<file path="config.mk">
export PLATFORM = sky130hd
export DESIGN_NAME = riscv_regfile_sb
export DESIGN_NICKNAME = d
export VERILOG_FILES = /design/src/rtl/riscv_regfile_sb.sv
export SDC_FILE = /design/constraint.sdc
export NUM_CORES = 2
export LEC_CHECK = 0
export CAP_MARGIN = 20
export CORE_MARGIN = 5
export CORE_UTILIZATION = 60
export CTS_CLUSTER_SIZE = 20
export DETAILED_ROUTE_END_ITERATION = 6
export PLACE_DENSITY = 0.75
export SYNTH_ARGS = -nofsm -noshare
export SYNTH_HDL_FRONTEND = slang
export SYNTH_SLANG_ARGS = --single-unit
</file>
<file path="constraint.sdc">
create_clock -name clk_i -period 9.4 [get_ports clk_i]
set_input_delay 0.94 -clock clk_i [delete_from_list [all_inputs] [get_ports clk_i]]
set_output_delay 0.94 -clock clk_i [all_outputs]
set_load 0.02 [all_outputs]
</file>
<file path="src/rtl/riscv_regfile_sb.sv">
// riscv_regfile_sb: register file with per-register busy scoreboard, write-back bypass and stall detection.
module riscv_regfile_sb #(
  parameter int XLEN = 32,
  parameter int NREGS = 32,
  parameter int NRD = 2,
  localparam int AW = $clog2(NREGS)
) (
  input  logic              clk_i,
  input  logic              rst_ni,
  input  logic              issue_valid_i,
  input  logic [AW-1:0]     issue_rd_i,
  input  logic              wb_en_i,
  input  logic [AW-1:0]     wb_addr_i,
  input  logic [XLEN-1:0]   wb_data_i,
  input  logic              flush_i,
  input  logic [NRD-1:0]    rd_en_i,
  input  logic [NRD*AW-1:0] rd_addr_i,
  output logic [NRD*XLEN-1:0] rd_data_o,
  output logic [NRD-1:0]    rd_busy_o,
  output logic              stall_o,
  output logic [AW:0]       busy_cnt_o
);
  logic [XLEN-1:0] regs [NREGS];
  logic [NREGS-1:0] busy, busyNext;
  logic [AW:0] cntNext;
  always_comb begin
    busyNext = busy;
    if (wb_en_i) busyNext[wb_addr_i] = 1'b0;
    if (issue_valid_i) busyNext[issue_rd_i] = 1'b1;
    if (flush_i) busyNext = '0;
    busyNext[0] = 1'b0;
  end
  always_comb begin
    cntNext = '0;
    for (int i = 0; i < NREGS; i++) cntNext += {{AW{1'b0}}, busyNext[i]};
  end
  always_ff @(posedge clk_i or negedge rst_ni)
    if (!rst_ni) begin
      busy <= '0;
      busy_cnt_o <= '0;
    end else begin
      busy <= busyNext;
      busy_cnt_o <= cntNext;
    end
  // x0 is cleared by reset and never written afterwards, so it always reads zero
  always_ff @(posedge clk_i or negedge rst_ni)
    if (!rst_ni) begin
      for (int r = 0; r < NREGS; r++) regs[r] <= '0;
    end else if (wb_en_i && wb_addr_i != '0) begin
      regs[wb_addr_i] <= wb_data_i;
    end
  for (genvar p = 0; p < NRD; p++) begin : g_port
    logic [AW-1:0] addr;
    logic [XLEN-1:0] q;
    logic hit;
    assign addr = rd_addr_i[p*AW +: AW];
    assign hit = wb_en_i && wb_addr_i == addr && addr != '0;
    assign rd_busy_o[p] = rd_en_i[p] & busy[addr] & ~(wb_en_i & (wb_addr_i == addr));
    always_ff @(posedge clk_i or negedge rst_ni)
      if (!rst_ni) q <= '0;
      else if (rd_en_i[p] && !rd_busy_o[p]) q <= hit ? wb_data_i : regs[addr];
    assign rd_data_o[p*XLEN +: XLEN] = q;
  end
  assign stall_o = |rd_busy_o;
endmodule

</file>
== Word-level counts from Yosys, hierarchy flattened ==
Cells that the tools add are included.

* Bits in registers: 1125
* Input bits: 59
* Output and inout bits: 73
* Word-level logic and storage cells: 130

* $add $sub $neg: 30
* Order comparisons: 10
* Eq/ne operators: 2
* Mux-type cells: 22
* Bitwise operators: 14
* Reductions and logical operators: 16

{| class="wikitable"
|+ Operators by type and width
! kind !! number
|-
| 1024-bit bitwise mux || 1
|-
| 32-bit binary-select mux with 5-bit select || 2
|-
| 32-bit two-way mux || 10
|-
| 32-bit demux with 5-bit select || 1
|-
| 6-bit by 1-bit adder with 6-bit output || 25
|-
| 32-bit bitwise AND || 1
|-
| 32-bit inverter || 1
|-
| 32-bit bitwise OR || 1
|-
| 5-bit by 6-bit less-than comparator with 1-bit output (second input constant) || 4
|-
| 6-bit greater-or-equal comparator (second input constant) || 3
|-
| 5-bit inverter with 6-bit output || 3
|-
| 5-bit nonzero test || 3
|-
| 1-bit binary-select mux with 5-bit select || 2
|-
| 1-bit demux with 5-bit select || 2
|-
| 5-bit equality test || 2
|-
| 5-bit by 1-bit greater-or-equal comparator with 1-bit output (second input constant) || 2
|-
| 1-bit logical AND || 10
|-
| 5-bit by 1-bit adder with 6-bit output || 1
|-
| 1-bit bitwise AND || 6
|-
| 6-bit by 1-bit less-than comparator with 1-bit output (second input constant) || 1
|-
| 4-bit by 1-bit adder with 5-bit output || 1
|-
| 3-bit by 1-bit adder with 4-bit output || 1
|-
| 1-bit two-way mux || 4
|-
| 2-bit by 1-bit adder with 3-bit output || 1
|-
| 4 further kinds || 6
|}

== Depth between registers and ports, before layout ==
* Depth after elaboration: 40
* Depth in mapped cells: 23
* Depth with buffers taken out: 21

== Worst setup path after synthesis ==
No wires, ideal clock.

* Path type: input -> register
* From: input port wb_addr_i[4]
* To: register busy_cnt_o[4]
* Setup time: 0.080 ns
* Arrival time: 6.324 ns
* Required time: 9.320 ns
* Path slack: 2.996 ns
* Cell stages on the path: 20
* Buffers on the path: 3
* Path through: clkbuf_1 > clkbuf_1 > nor3_1 > nand3b_1 > clkbuf_1 > nand2_1 > a21oi_1 > inv_1 > fa_1 > fa_1 > fa_1 > fa_1 > fa_1 > fa_1 > fa_1 > inv_1 > fa_1 > a21o_1 > a21oi_1 > xnor2_1

* Elaborated cells on any way between the ends: 41
* Those cells by class: 30 x add/sub; 2 x order compare; 5 x mux; 3 x bitwise; 1 x reduce/logical

{| class="wikitable"
|+ RTL lines
! item !! RTL line !! text
|-
| start: declaration || 13 || <nowiki>input logic [AW-1:0] wb_addr_i,</nowiki>
|-
| 5-bit by 6-bit less-than comparator with 1-bit output (not written as such) / 5-bit by 1-bit greater-or-equal comparator with 1-bit output (equally long branches) || 28 || <nowiki>if (wb_en_i) busyNext[wb_addr_i] = 1'b0;</nowiki>
|-
| 1-bit logical AND (not written as such) || 28 ||
|-
| 1-bit two-way mux (not written as such) || 28 ||
|-
| 1-bit demux with 5-bit select * || 28 ||
|-
| 32-bit inverter (no line) * || n/a ||
|-
| 32-bit bitwise AND (no line) * || n/a ||
|-
| 32-bit two-way mux * || 28 ||
|-
| 32-bit bitwise OR (no line) || n/a ||
|-
| 32-bit two-way mux * || 29 || <nowiki>if (issue_valid_i) busyNext[issue_rd_i] = 1'b1;</nowiki>
|-
| 32-bit two-way mux * || 30 || <nowiki>if (flush_i) busyNext = '0;</nowiki>
|-
| named net busyNext[6] || 24 || <nowiki>logic [NREGS-1:0] busy, busyNext;</nowiki>
|-
| 5-bit by 1-bit adder with 6-bit output * || 35 || <nowiki>for (int i = 0; i < NREGS; i++) cntNext += {{AW{1'b0}}, busyNext[i]};</nowiki>
|-
| 6-bit by 1-bit adder with 6-bit output * (25 in a row) || 35 ||
|-
| named net cntNext[4] || 25 || <nowiki>logic [AW:0] cntNext;</nowiki>
|-
| end signal: assignment || 43 || <nowiki>busy_cnt_o <= cntNext;</nowiki>
|-
| end: declaration || 21 || <nowiki>output logic [AW:0] busy_cnt_o</nowiki>
|}

The timed path passes the listed nets; every way through them passes the cells marked *.
A chain may end at the register's enable or synchronous reset.

== Worst setup path after layout ==
* From: input port wb_addr_i[4]
* To: register busy_cnt_o[4]

* Word-level cells in the longest chain between the ends: 40
* Elaborated cells on any way between the ends: 41
* Those cells by class: 30 x add/sub; 2 x order compare; 5 x mux; 3 x bitwise; 1 x reduce/logical

{| class="wikitable"
|+ RTL lines
! item !! RTL line
|-
| 5-bit by 6-bit less-than comparator with 1-bit output (not written as such) / 5-bit by 1-bit greater-or-equal comparator with 1-bit output (equally long branches) || 28
|-
| 1-bit logical AND (not written as such) || 28
|-
| 1-bit two-way mux (not written as such) || 28
|-
| 1-bit demux with 5-bit select * || 28
|-
| 32-bit inverter (no line) * || n/a
|-
| 32-bit bitwise AND (no line) * || n/a
|-
| 32-bit two-way mux * || 28
|-
| 32-bit bitwise OR (no line) || n/a
|-
| [... 2 more ...] || n/a
|-
| 1-bit by 1-bit adder with 2-bit output || 35
|-
| 2-bit by 1-bit adder with 3-bit output || 35
|-
| 3-bit by 1-bit adder with 4-bit output || 35
|-
| 4-bit by 1-bit adder with 5-bit output || 35
|-
| 5-bit by 1-bit adder with 6-bit output || 35
|-
| 6-bit by 1-bit adder with 6-bit output (24 in a row) || 35
|-
| 6-bit by 1-bit adder with 6-bit output * || 35
|-
| named net cntNext[4] || 25
|}

Marked as above.

==> run metrics <==
min Tclk post-route=6.591 ns; WL/cell=approximately 33 um; DRC errors left=0; final wirelength=between 150 and 200 mm; starting density of the core=about 60%; Post-Synthesis Cell Area=around 60000 sq um; antenna violations before repair=10; Main synth FF type=dfrtp_1; Area Overhead vs Synth=10.68%; CTS Buffer Depth=3; register area share after synthesis=46.90%; grt ovf=0; Yosys top cell by area=dfrtp_1; Syn Nets=4146; Peak Freq=between 150 and 200 MHz; via count=between 30000 and 40000; Reg power frac=about 45%; maximum VDD drop=roughly 0.18 mV; remaining antenna violation count=0; CP dominant cell by count=fa_1; RSZ-0062 raised after global routing=false; most frequent cells in the layout=1125 x dfrtp_1, 1061 x mux2_2, 499 x mux4_2; Core Footprint=approximately 100000 sq um; Post-synth EDFFs=0; clock root cell=clkbuf_16; layout cell share with drive strength beyond 1=47.98%; CTS tree=built; pin count of the biggest net entering global routing=174; number of synthesized register bits=~1100; WL met2=roughly 81 mm; Fin. Hold Viols=0; post-synth cell types=between 50 and 60; highest routed layer=met5; Req. time, crit path=between 10 and 15 ns; DRT iter0 DRCs=4289; die height=326.3 um; worst slew pin tran=roughly 1.4 ns; Die W=between 300 and 400 um; port bufs=roughly 130; CP max-delay cell=clkdlybuf4s50_1; critical-path cell list=clkdlybuf4s50_1, nor3b_1, clkbuf_2, nand2_4, nand2_1, a21o_1, fa_1, inv_1, fa_1, inv_1, fa_1, fa_1, fa_1, fa_1, fa_1, inv_1, fa_1, a21o_1, a21oi_1, xnor2_1; switching portion of total power=between 20% and 30%; dpl hpwl=between 90 and 100 mm; crit path DAT=7.23 ns; top cells by area, synth=dfrtp_1 47%, mux2_2 20%, mux4_2 19%; Post-Synthesis Cells=roughly 4100; total negative slack=0 ns; setup bufs post-CTS=0; critical path type=input port to register; Vias/cell=between 7 and 8; Clock Pin Slew Worst Setup and Hold Paths=0.07 ns; FF-to-FF path depth=16; maxcap violations=0; Die Footprint=between 100000 and 150000 sq um; Cells after DPL=roughly 5000; period utilisation layout=between 70% and 80%; slowest cell delay on critical path=slightly above 0.9 ns; NumNets Final=4052; Worst setup SP type=input port; PD cells=around 220 nW/um^2; Crit Path Max Fanout=15; warning count from the yosys run=0; worst path buffer plus inverter count=5; Crit. path cell count=20; Fillers=7032; clk_skew=0.02121 ns; flop2flop setup slack=approximately 4.3 ns; share of the synthesized area in the top cell type=approximately 47%; most common cell after layout, fill and taps aside=dfrtp_1; status=completed; leak pwr=approximately 29 nW; final setup fails=0; Syn Area/Cell=14.79 sq um; Setup crit end kind=register; Pint=10.45 mW; async set-or-reset flop fraction in the synthesized netlist=100.0%; crit-path leading delay family=adder cells; Placer Congestion=0.8768; TritonCTS buffer count=~120; Post-CTS Resized=0; total track usage=approximately a third; Net Sw Power=3.872 mW; DRT met1 WL=70.19 mm; Clock power frac=about a third; later-pin clock latency in the skew report=between 0.7 and 0.8 ns; # clock sinks=around 1100; logic gate share of total power=about a fifth; metal3 WL=18.18 mm; DRT Pass-1 Iters=7; vias in the first global route=between 40000 and 50000; row count=116; I/O pin total=~130; post-cts hold buffer count=0; max-slew violations=0; H-tree levels=3; first-pass GRT wire length=about 270 mm; Cell Count, Final, Fillers Out=about 5400; class of the worst hold path=input port to async pin; worst relative slew slack=under 10%
[sequential cells by signal (all words and copies together) (netlist names)]
register / cells
g_port.q: 64
regs: 1024
busy: 31
busy_cnt_o: 6
[path summary, 6_finish.rpt]
| check | to | start |
|---|---|---|
| worst max-delay path | busy_cnt_o[4] | wb_addr_i[4] |
| worst min-delay path | regs[219] | rst_ni |
| worst min register to register | regs[997] | regs[997] |
| max in group asynchronous | busy[26] | rst_ni |
| worst max register to register | busy_cnt_o[4] | busy[12] |
| min in group clk_i | regs[997] | regs[997] |
[power by group through the flow]
stage               clock [mW]  sequential, mW  combinational, mW
finish                    4.91            6.42               2.99
CTS                       4.96            6.39               2.98
floorplan                    0            6.34               2.12
global placement             0            6.41               2.89
detailed placement           0            6.47               2.97
global route              5.16            6.53               3.20
[area by class of cell]
class,count,area [sq um],area share (%)
timing repair buffer,243,2434,3.663
sequential,1125,28150,42.38
antenna,7,17.52,0.02637
clock inverter,49,638.1,0.9606
tap,1298,1624,2.445
inverter,51,191.4,0.2882
clock buffer,169,3446,5.187
multi-input combinational,2425,29930,45.05
[metal layers]
layer	track usage, %	vias up
li1	-	15409
met1	47.23	20865
met2	51.03	2157
met3	8.587	466
met4	12.98	6
met5	0	-
[through the flow]
step | hold slack, ns | instance area [sq um] | utilization [%] | total power, mW | setup slack (ns)
final | 0.2662 | 66430 | 66.62 | 14.32 | 2.809
after global routing | 0.3186 | 66420 | 66.61 | 14.89 | 2.587
after CTS | 0.2842 | 66160 | 66.36 | 14.33 | 2.736
after detailed placement | 0.3820 | 62080 | 62.26 | 9.441 | 1.994
after global placement | 0.3763 | 62080 | 62.26 | 9.307 | 2.069
after floorplan | 0.4413 | 60020 | - | 8.460 | 2.996
[kinds of logic after synthesis]
logic type / synth area share (%)
buf+inv: 3.719
simple gates: 2.191
mux: 40.51
compound gates: 5.570
fa+ha+maj: 0.9130
xor+xnor: 0.1897
flops: 46.90
[cells in the mapped netlist, types with 25 or more instances]
master and number:
dfrtp_1 1125, mux2_2 1061, mux4_2 499, clkbuf_1 264, nand2_1 106, a22oi_1 104
buf_2 97, a211oi_1 86, a21oi_1 86, nor2b_1 71, a221o_1 65, mux2i_1 59
buf_1 54, inv_1 51, mux2_1 48, o21ai_0 41, nor2_1 28, buf_4 25
Power figures use the tool's default switching activity.
